[src/rtl/ifetch_pc_unit.sv]
// PC / IR holder for the multi-cycle MIPS core.
// Fetches over a req/ack handshake, bounded by a timeout.
module ifetch_pc_unit #(
  parameter logic [31:0] RESET_PC  = 32'h0000_3000,
  parameter int          TIMEOUT   = 16,
  parameter logic [31:0] NOP_INSTR = 32'h0000_0000
) (
  input  logic        clk,
  input  logic        rst,
  input  logic        PCWr,
  input  logic        IRWr,
  input  logic [1:0]  NPCOp,
  output logic        imem_req,
  output logic [31:0] imem_addr,
  input  logic [31:0] imem_rdata,
  input  logic        imem_ack,
  output logic [31:0] PC,
  output logic [31:0] IR,
  output logic [5:0]  Op,
  output logic [5:0]  Func,
  output logic        stall,
  output logic        fetch_err
);

  localparam int CW = $clog2(TIMEOUT);
  localparam logic [CW-1:0] CMAX = CW'(TIMEOUT - 1);

  typedef enum logic {
    S_IDLE,
    S_WAIT
  } state_t;

  state_t        r_state;
  state_t        w_state_nxt;
  logic [31:0]   r_pc;
  logic [31:0]   r_ir;
  logic [31:0]   r_addr;
  logic          r_req;
  logic          r_stall;
  logic          r_err;
  logic [CW-1:0] r_cnt;

  logic [31:0]   w_npc;
  logic [31:0]   w_boff;
  logic [31:0]   w_ir_nxt;
  logic [31:0]   w_addr_nxt;
  logic          w_req_nxt;
  logic          w_stall_nxt;
  logic          w_err_nxt;
  logic [CW-1:0] w_cnt_nxt;

  assign w_boff = {{14{r_ir[15]}}, r_ir[15:0], 2'b00};

  // Next-PC selection; arithmetic wraps modulo 2^32
  always_comb begin
    w_npc = r_pc;
    unique case (NPCOp)
      2'd0: w_npc = r_pc + 32'd4;
      2'd1: w_npc = r_pc + w_boff;
      2'd2: w_npc = {r_pc[31:28], r_ir[25:0], 2'b00};
      2'd3: w_npc = r_pc;
    endcase
  end

  // PC register, written whenever the controller asks
  always_ff @(posedge clk or negedge rst) begin
    if (!rst) begin
      r_pc <= RESET_PC;
    end else if (PCWr) begin
      r_pc <= w_npc;
    end
  end

  // Fetch FSM next-state and datapath updates
  always_comb begin
    w_state_nxt = r_state;
    w_ir_nxt    = r_ir;
    w_addr_nxt  = r_addr;
    w_req_nxt   = r_req;
    w_stall_nxt = r_stall;
    w_err_nxt   = r_err;
    w_cnt_nxt   = r_cnt;
    unique case (r_state)
      S_IDLE: begin
        if (IRWr) begin
          w_addr_nxt  = r_pc;
          w_req_nxt   = 1'b1;
          w_stall_nxt = 1'b1;
          w_cnt_nxt   = '0;
          w_state_nxt = S_WAIT;
        end
      end
      S_WAIT: begin
        if (IRWr) begin
          w_err_nxt = 1'b1;
        end
        if (imem_ack) begin
          w_ir_nxt    = imem_rdata;
          w_req_nxt   = 1'b0;
          w_stall_nxt = 1'b0;
          w_state_nxt = S_IDLE;
        end else if (r_cnt == CMAX) begin
          w_ir_nxt    = NOP_INSTR;
          w_err_nxt   = 1'b1;
          w_req_nxt   = 1'b0;
          w_stall_nxt = 1'b0;
          w_state_nxt = S_IDLE;
        end else begin
          w_cnt_nxt = r_cnt + CW'(1);
        end
      end
    endcase
  end

  // Fetch FSM state and registered handshake outputs
  always_ff @(posedge clk or negedge rst) begin
    if (!rst) begin
      r_state <= S_IDLE;
      r_ir    <= 32'h0;
      r_addr  <= RESET_PC;
      r_req   <= 1'b0;
      r_stall <= 1'b0;
      r_err   <= 1'b0;
      r_cnt   <= '0;
    end else begin
      r_state <= w_state_nxt;
      r_ir    <= w_ir_nxt;
      r_addr  <= w_addr_nxt;
      r_req   <= w_req_nxt;
      r_stall <= w_stall_nxt;
      r_err   <= w_err_nxt;
      r_cnt   <= w_cnt_nxt;
    end
  end

  assign PC        = r_pc;
  assign IR        = r_ir;
  assign Op        = r_ir[31:26];
  assign Func      = r_ir[5:0];
  assign imem_req  = r_req;
  assign imem_addr = r_addr;
  assign stall     = r_stall;
  assign fetch_err = r_err;

endmodule
[config.mk]
export PLATFORM = sky130hd
export DESIGN_NAME = ifetch_pc_unit
export DESIGN_NICKNAME = d
export VERILOG_FILES = /design/src/rtl/ifetch_pc_unit.sv
export SDC_FILE = /design/constraint.sdc
export NUM_CORES = 1
export LEC_CHECK = 0
export CAP_MARGIN = 25
export CORE_ASPECT_RATIO = 0.8
export CORE_MARGIN = 5
export CORE_UTILIZATION = 50
export DETAILED_ROUTE_END_ITERATION = 8
export PLACE_DENSITY = 0.81
export SYNTH_ARGS = -nofsm -noshare
export SYNTH_HDL_FRONTEND = slang
export SYNTH_SLANG_ARGS = --single-unit
[constraint.sdc]
create_clock -name clk -period 4.15 [get_ports clk]
set_input_delay 0.83 -clock clk [delete_from_list [all_inputs] [get_ports clk]]
set_output_delay 0.83 -clock clk [all_outputs]
set_load 0.1 [all_outputs]
## Yosys cells after proc, flatten, opt, wreduce, memory -nomap -nowiden

Index checks and enable logic that the tools add are counted.

| word-level totals | value |
|---|---|
| word-level logic and storage cells | 48 |
| register bits | 103 |
| input bits | 39 |

| operators by class | value |
|---|---|
| bitwise operators | 3 |
| equality and inequality tests | 8 |
| mux-type cells | 18 |
| $add $sub $neg | 3 |
| reduce and logical (&&, ||, !) cells | 8 |

Operators with widths:

| operator | count |
|---|---|
| 32-bit case mux with 3 select lines | 1 |
| 32-bit two-way mux | 2 |
| 32-bit by 3-bit adder with 32-bit output, second input constant | 1 |
| 32-bit adder | 1 |
| 4-bit two-way mux | 3 |
| 1-bit two-way mux | 9 |
| 4-bit case mux with 2 select lines | 1 |
| 2-bit AND reduction | 4 |
| 2-bit != test, second input constant | 3 |
| 3-bit AND reduction | 2 |
| 4-bit by 1-bit adder with 4-bit output, second input constant | 1 |
| 2-bit equality test, second input constant | 2 |
| 4-bit equality test, second input constant | 1 |
| 1-bit case mux with 2 select lines | 2 |
| 3-bit by 2-bit != test with 1-bit output, second input constant | 1 |
| 1-bit NOT | 3 |
| 2-bit by 1-bit equality test with 1-bit output, second input constant | 1 |
| 2-bit zero test | 1 |
| 2-bit nonzero test | 1 |

## Depth between registers and ports, before layout

Gate-level depths: netlist of run 1.

| logic depth | value |
|---|---|
| word-level depth | 4 |
| mapped depth | 13 |
| depth with buffers taken out | 11 |

## Least setup slack after synthesis of run 1

No wires, ideal clock.

| timing | value |
|---|---|
| kind | input to register |
| from | in NPCOp[1] |
| to | reg r_pc[22], in the netlist PC[22] |
| data required time | 4.006 ns |
| arrival | 3.808 ns |
| setup time | 0.144 ns |
| cell stages on the path | 13 |
| slack | 0.198 ns |
| path through | buf_6 clkbuf_1 clkbuf_1 or3_1 ha_1 fa_1 a211oi_1 o211ai_1 a31oi_1 o21ai_2 a2111oi_0 a221o_1 a31oi_1 |

| on the way | value |
|---|---|
| word-level cells in the longest chain between the ends | 3 |
| elaborated cells on any way between the ends | 7 |

RTL lines:

| item | RTL line | RTL |
|---|---|---|
| start: declaration | 12 | `input logic [1:0] NPCOp,` |
| parallel branches: the longest is 3 deep, another holds 32-bit case mux with 3 select lines | -- |  |
| end signal: assignment | 70 | `r_pc <= w_npc;` |
| end: declaration | 35 | `logic [31:0] r_pc;` |

Parallel ways; which one is timed is not known.
A chain may end at the register's enable or synchronous reset.

## Worst setup path after layout of run 1

| timing | value |
|---|---|
| from | in NPCOp[1] |
| to | reg r_pc[20], in the netlist PC[20] |

Same word-level chain as after synthesis.

==> metrics, run 1 <==
run status=completed; Root Buffer=clkbuf_16; Synth top area share=39.8%; routed length per instance=20.1 um; Routability Congestion=1.00; Mapped Cells=699; Critical Path Fanout Max=5; RSZ-0062 raised after global routing=false; CTS Sinks=99; Post CTS Setup Buffer Count=0; Reg clk slew, reported paths=70 ps; CP cell instances=clkdlybuf4s50_1 -> or3_1 -> ha_1 -> fa_1 -> a211oi_1 -> o211ai_1 -> a31oi_2 -> o21ai_2 -> buf_4 -> mux2i_1 -> mux2i_1 -> a221oi_1; Slew HR=33.1%; drt drc=0; DP Cell Count=975; share of layout cells above drive strength 1=approximately 9%; DRT antenna net count=0; total grt overflow=0; worst clock skew=about 11 ps; Pins Over Slew Limit=0; HP Class=flop to flop; sequential area share after synthesis=between 40 and 50%; Critical Path Most Common Cell=mux2i_1; final antenna diode count=0; critical path's top delay family=compound AO/OA/AOI/OAI gates; largest cells by area after synthesis=dfrtp_1, nand2_1, a22o_1; post-route insts no fill=991; setup violators final=0; CTS tree=done; Slowest-stage cell, CP=clkdlybuf4s50_1; # rows=35; first-pass GRT wire length=between 30,000 and 40,000 um; initial antenna violation count=0; met1 Usage GRT=a little over two fifths; number of buffers and inverters on the critical path=2; fmax=257 MHz; mapped cell area=5970 um2; Hold Violations, Final=0; Initial Utilization=51.5%; Yosys Warn Count=0; overall routing resource usage=28.5%; Detail Placement HPWL=15,200 um; Post-synth EDFFs=0; Final #Nets=895; leakage=3.61 nW; TritonRoute pass-1 iters=6; FFs w/ async S/R, synth=100%; Core Util, Final=between 60 and 70%; peak supply drop=0.482 mV; grt met3 use=6.50%; actual slew at the worst max-slew pin=1000 ps; Arr. time, crit path=4130 ps; post-cts sizing count=0; Top FF cell, synth=dfrtp_1; Final Power=6.59 mW; I/O Buffers=145; Final period util=93.6%; crit start category=primary input; Die Y=108 um; critical path class=primary input to flop; Area Overhead vs Synth=33.3%; Worst path max stage delay=520 ps; Yosys reg bits=99; gr busiest metal=met1; clock buffer depth=2; met2 Use GR=41.7%; largest net degree at the start of global routing=64; chip width=between 100 and 150 um; Cell variety after synth=69; Fillers=between 900 and 1,000; Worst EP required=between 4000 and 5000 ps; core area=11,600 um2; initial DRC count=550; Via density=6.06; power density cells=roughly 830 nW/um2; CTS H-tree depth=3; Die ar.=~14,000 um2; leading area contributor after synthesis=dfrtp_1; cts hold-fix bufs=0; IO Count=150; wirelength, routed=20,000 um; Mean Syn Cell Area=8.54 um2; MaxCap Viol Count=0; vias in the first global route=5,834; Clock Latency Late Sink=350 ps; CTS buffer count=9; Tmin final=approximately 3900 ps; Via Count=6,010; CP endpoint kind=flop
[cells by family (layout without fill, tap and decap cells)]
logic type               Yosys count  after routing  synth area share [%]
flip-flops                        99             99                  41.6
AND/OR/NAND/NOR                  305            305                  24.0
XOR/XNOR                          12             12                  1.76
adder cells (fa/ha/maj)           18             18                  3.90
buffers and inverters             73            214                  5.80
multiplexers                      13             13                  2.18
AO/OA/AOI/OAI                    178            178                  20.7
other                              1              4                0.0628
[final timing paths]
check,endpoint,depth (start not counted),slack (ps),from
worst max-delay path,PC[20],12,260,NPCOp[1]
worst min-delay path,imem_addr[13],2,460,imem_addr[13]
worst max register to register,PC[20],11,920,IR[0]
worst min register to register,imem_addr[13],2,460,imem_addr[13]
max in group asynchronous,PC[13],2,2790,rst
min in group asynchronous,IR[30],1,540,rst
[area by class of cell]
class | instances | area, um2 | share of cell area [%]
Inverter | 10 | 37.5 | 0.471
Multi-Input combinational cell | 530 | 3160 | 39.7
Timing Repair Buffer | 188 | 1800 | 22.6
Clock buffer | 10 | 229 | 2.88
Tap cell | 148 | 185 | 2.33
Clock inverter | 6 | 65.1 | 0.817
Sequential cell | 99 | 2480 | 31.2
[power by group]
part / internal [mW] / switching [mW]
registers: 1.26 / 0.365
clock network: 0.469 / 0.381
logic: 1.01 / 3.11
total: 2.73 / 3.86
[metrics by stage]
stage | hold WS (ps) | area [um2] | setup TNS (ps) | setup slack (ps)
detailed placement | 451 | 7660 | -163 | -95.4
finish | 459 | 7960 | 0 | 264
floorplan | 486 | 5980 | 0 | 198
global placement | 449 | 7620 | 0 | 36.2
global route | 484 | 7960 | 0 | 50.9
CTS | 463 | 7960 | 0 | 251
[cell usage in the layout, fill, tap and decap left out, drive strengths merged, types with 5 or more instances in the layout]
cell             n
or4              5
clkdlybuf4s50  144
and2             5
dfrtp           95
xor2             5
xnor2            7
and3            25
o21ai           38
a221oi           5
a211oi           9
or3             10
nor3            18
nor4             8
nand4           10
nand2          139
inv             10
a22o            32
mux2i           13
a31oi           10
buf             44
nand3           12
nor2            54
ha              17
a21oi           29
clkbuf          10
a21o            11
o22ai            6
a22oi            5
[registers in the layout, summed over array words and instances, names as in the netlist]
| name | count |
|---|---|
| IR | 32 |
| PC | 30 |
| fetch_err | 1 |
| imem_addr | 30 |
| r_cnt | 4 |
| r_state | 1 |
| stall | 1 |
[synth_stat cells (6+ instances only)]
master,number
ha_1,17
xnor2_1,7
nor3_1,18
a31oi_1,10
a22o_1,32
a211oi_1,8
nand4_1,10
nand2_1,139
clkbuf_1,41
inv_1,8
and3_1,25
nor4_1,8
mux2i_1,13
nand3_1,12
a21oi_1,29
dfrtp_1,95
or3_1,10
nor2_1,54
o21ai_0,36
o22ai_1,6
buf_4,17
a21o_1,11
[routing by layer]
metal | vias up | wire (um)
met3 | 19 | 1900
met2 | 310 | 8460
met5 | - | 0
met4 | 0 | 158
li1 | 2793 | -
met1 | 2888 | 9440
[worst min-delay path: cells and delay by family (launching register included)]
kind             cells  cell delay [ps]
DFF                  1              370
and+or+nand+nor      2               90
No activity file was read; power rests on OpenSTA's default activity.
==> run 2: changes to the inputs <==
Settings changed: GPL_ROUTABILITY_DRIVEN from default to 0, SKIP_LAST_GASP from default to 1.
==> run 2 against run 1 <==
  * Sequential share of layout area is 0.25 points lower
  * Cell count stayed put
  * Fmax is 2.2% lower
  * Highest routed layer unchanged
==> metrics, run 2 (synthesis results as in run 1) <==
power density cells=834 nW/um2; Clock Latency Late Sink=340 ps; vias in the first global route=5,999; most frequent cells in the layout=clkdlybuf4s50_1, nand2_1, dfrtp_1, nor2_1, buf_4; initial DRC count=between 600 and 700; Root Buffer=clkbuf_16; final antenna diode count=0; TritonRoute pass-1 iters=6; setup violators final=0; CTS Sinks=just under 100; actual slew at the worst max-slew pin=1010 ps; Hold Path Stages=2; most common library cell in the layout ignoring fill and taps=clkdlybuf4s50_1; initial antenna violation count=0; critical path class=primary input to flop; Area Overhead vs Synth=34.4%; post-cts sizing count=0; DRT antenna net count=0; wirelength, routed=18,900 um; CP endpoint kind=flop; Switch Pwr=3.81 mW; Initial Utilization=between 50% and 60%; first-pass GRT wire length=30,900 um; share of layout cells above drive strength 1=under 10%; clock buffer depth=2; number of flip-flops in the largest register=32; run status=completed; Slew HR=32.2%; overall routing resource usage=a little over a quarter; Sw Share=between 50% and 60%; cts hold-fix bufs=0; total grt overflow=0; Sequential cell area=2480 um2; area of the multi-input gates=between 3000 and 4000 um2; leakage=about 3.6 nW; WHS=467 ps; IO Count=150; CTS tree=done; MaxCap Viol Count=0; post-route insts no fill=991; Detail Placement HPWL=13,900 um; DP Cell Count=976; drt drc=0; Reg clk slew, reported paths=roughly 70 ps; sequential share of power=between 20% and 30%; fmax=~250 MHz; Arr. time, crit path=4190 ps; setup TNS=0 ps; I/O Buffers=between 100 and 150; # rows=35; clock share of power=14.3%; chip width=132 um; Combinational Power Share=61.0%; Via Count=6,075; CTS buffer count=9; Die Y=108 um; CTS H-tree depth=3; core area=between 10,000 and 15,000 um2; Pins Over Slew Limit=0; Core Util, Final=69.2%; RSZ-0062 raised after global routing=false; largest net degree at the start of global routing=75; HP Class=flop to flop; routed length per instance=between 15 and 20 um; P_int=2.88 mW; peak supply drop=0.470 mV; Via density=6.13; Final #Nets=896; worst clock skew=7.93 ps; Hold Violations, Final=0; Critical Path Fanout Max=12; Worst EP required=4360 ps; Tmin final=a little under 4000 ps; Die ar.=14,200 um2; Post CTS Setup Buffer Count=0; Fillers=900; Final period util=95.8%; crit start category=primary input; worst r2r path cells=11
-- run 2: layout make-up --
class / count / share of cell area [%]
Clock buffer: 11 / 3.15
Multi-Input combinational cell: 530 / 39.5
Inverter: 10 / 0.514
Sequential cell: 99 / 30.9
Timing Repair Buffer: 189 / 22.4
Clock inverter: 4 / 1.22
Tap cell: 148 / 2.31
-- run 2: worst paths after layout --
check | startpoint | end | slack, ps
min in group asynchronous | rst | IR[29] | 620
setup / recovery | NPCOp[1] | PC[20] | 170
hold / removal | imem_addr[13] | imem_addr[13] | 470
max in group asynchronous | rst | IR[22] | 2770
setup reg to reg | IR[0] | PC[20] | 1040
hold reg to reg | imem_addr[13] | imem_addr[13] | 470
-- run 2: routing by layer --
layer	wire, um	GRT usage (%)
met4	453	8.87
met5	0	0
met3	2220	7.01
met1	8180	37.5
met2	8010	39.4
-- run 2: power by group through the flow --
stage	Sequential [mW]	Clock, mW	Combinational, mW
floorplan	3.53	0	1.13
global placement	1.63	0	3.99
detailed placement	1.65	0	4.04
CTS	1.64	0.975	4.07
global route	1.70	1.01	4.23
finish	1.65	0.959	4.09
-- run 2: metrics by stage --
stage | worst slack [ps] | cell area (um2) | power, mW
6_report | 175 | 8030 | 6.70
3_5_place_dp | -139 | 7660 | 5.70
3_3_place_gp | -66.8 | 7630 | 5.63
2_1_floorplan | 198 | 5980 | 4.66
4_1_cts | 172 | 8010 | 6.68
5_1_grt | 12.8 | 8030 | 6.94
-- run 2: critical path, cell delays in order --
cell	delay [ps]
clkdlybuf4s50_1	630
clkinvlp_4	300
and3_1	220
ha_1	390
o21ai_0	150
o211ai_1	400
a31oi_2	180
o21ai_2	320
buf_4	190
mux2i_1	240
mux2i_1	240
a221oi_1	100
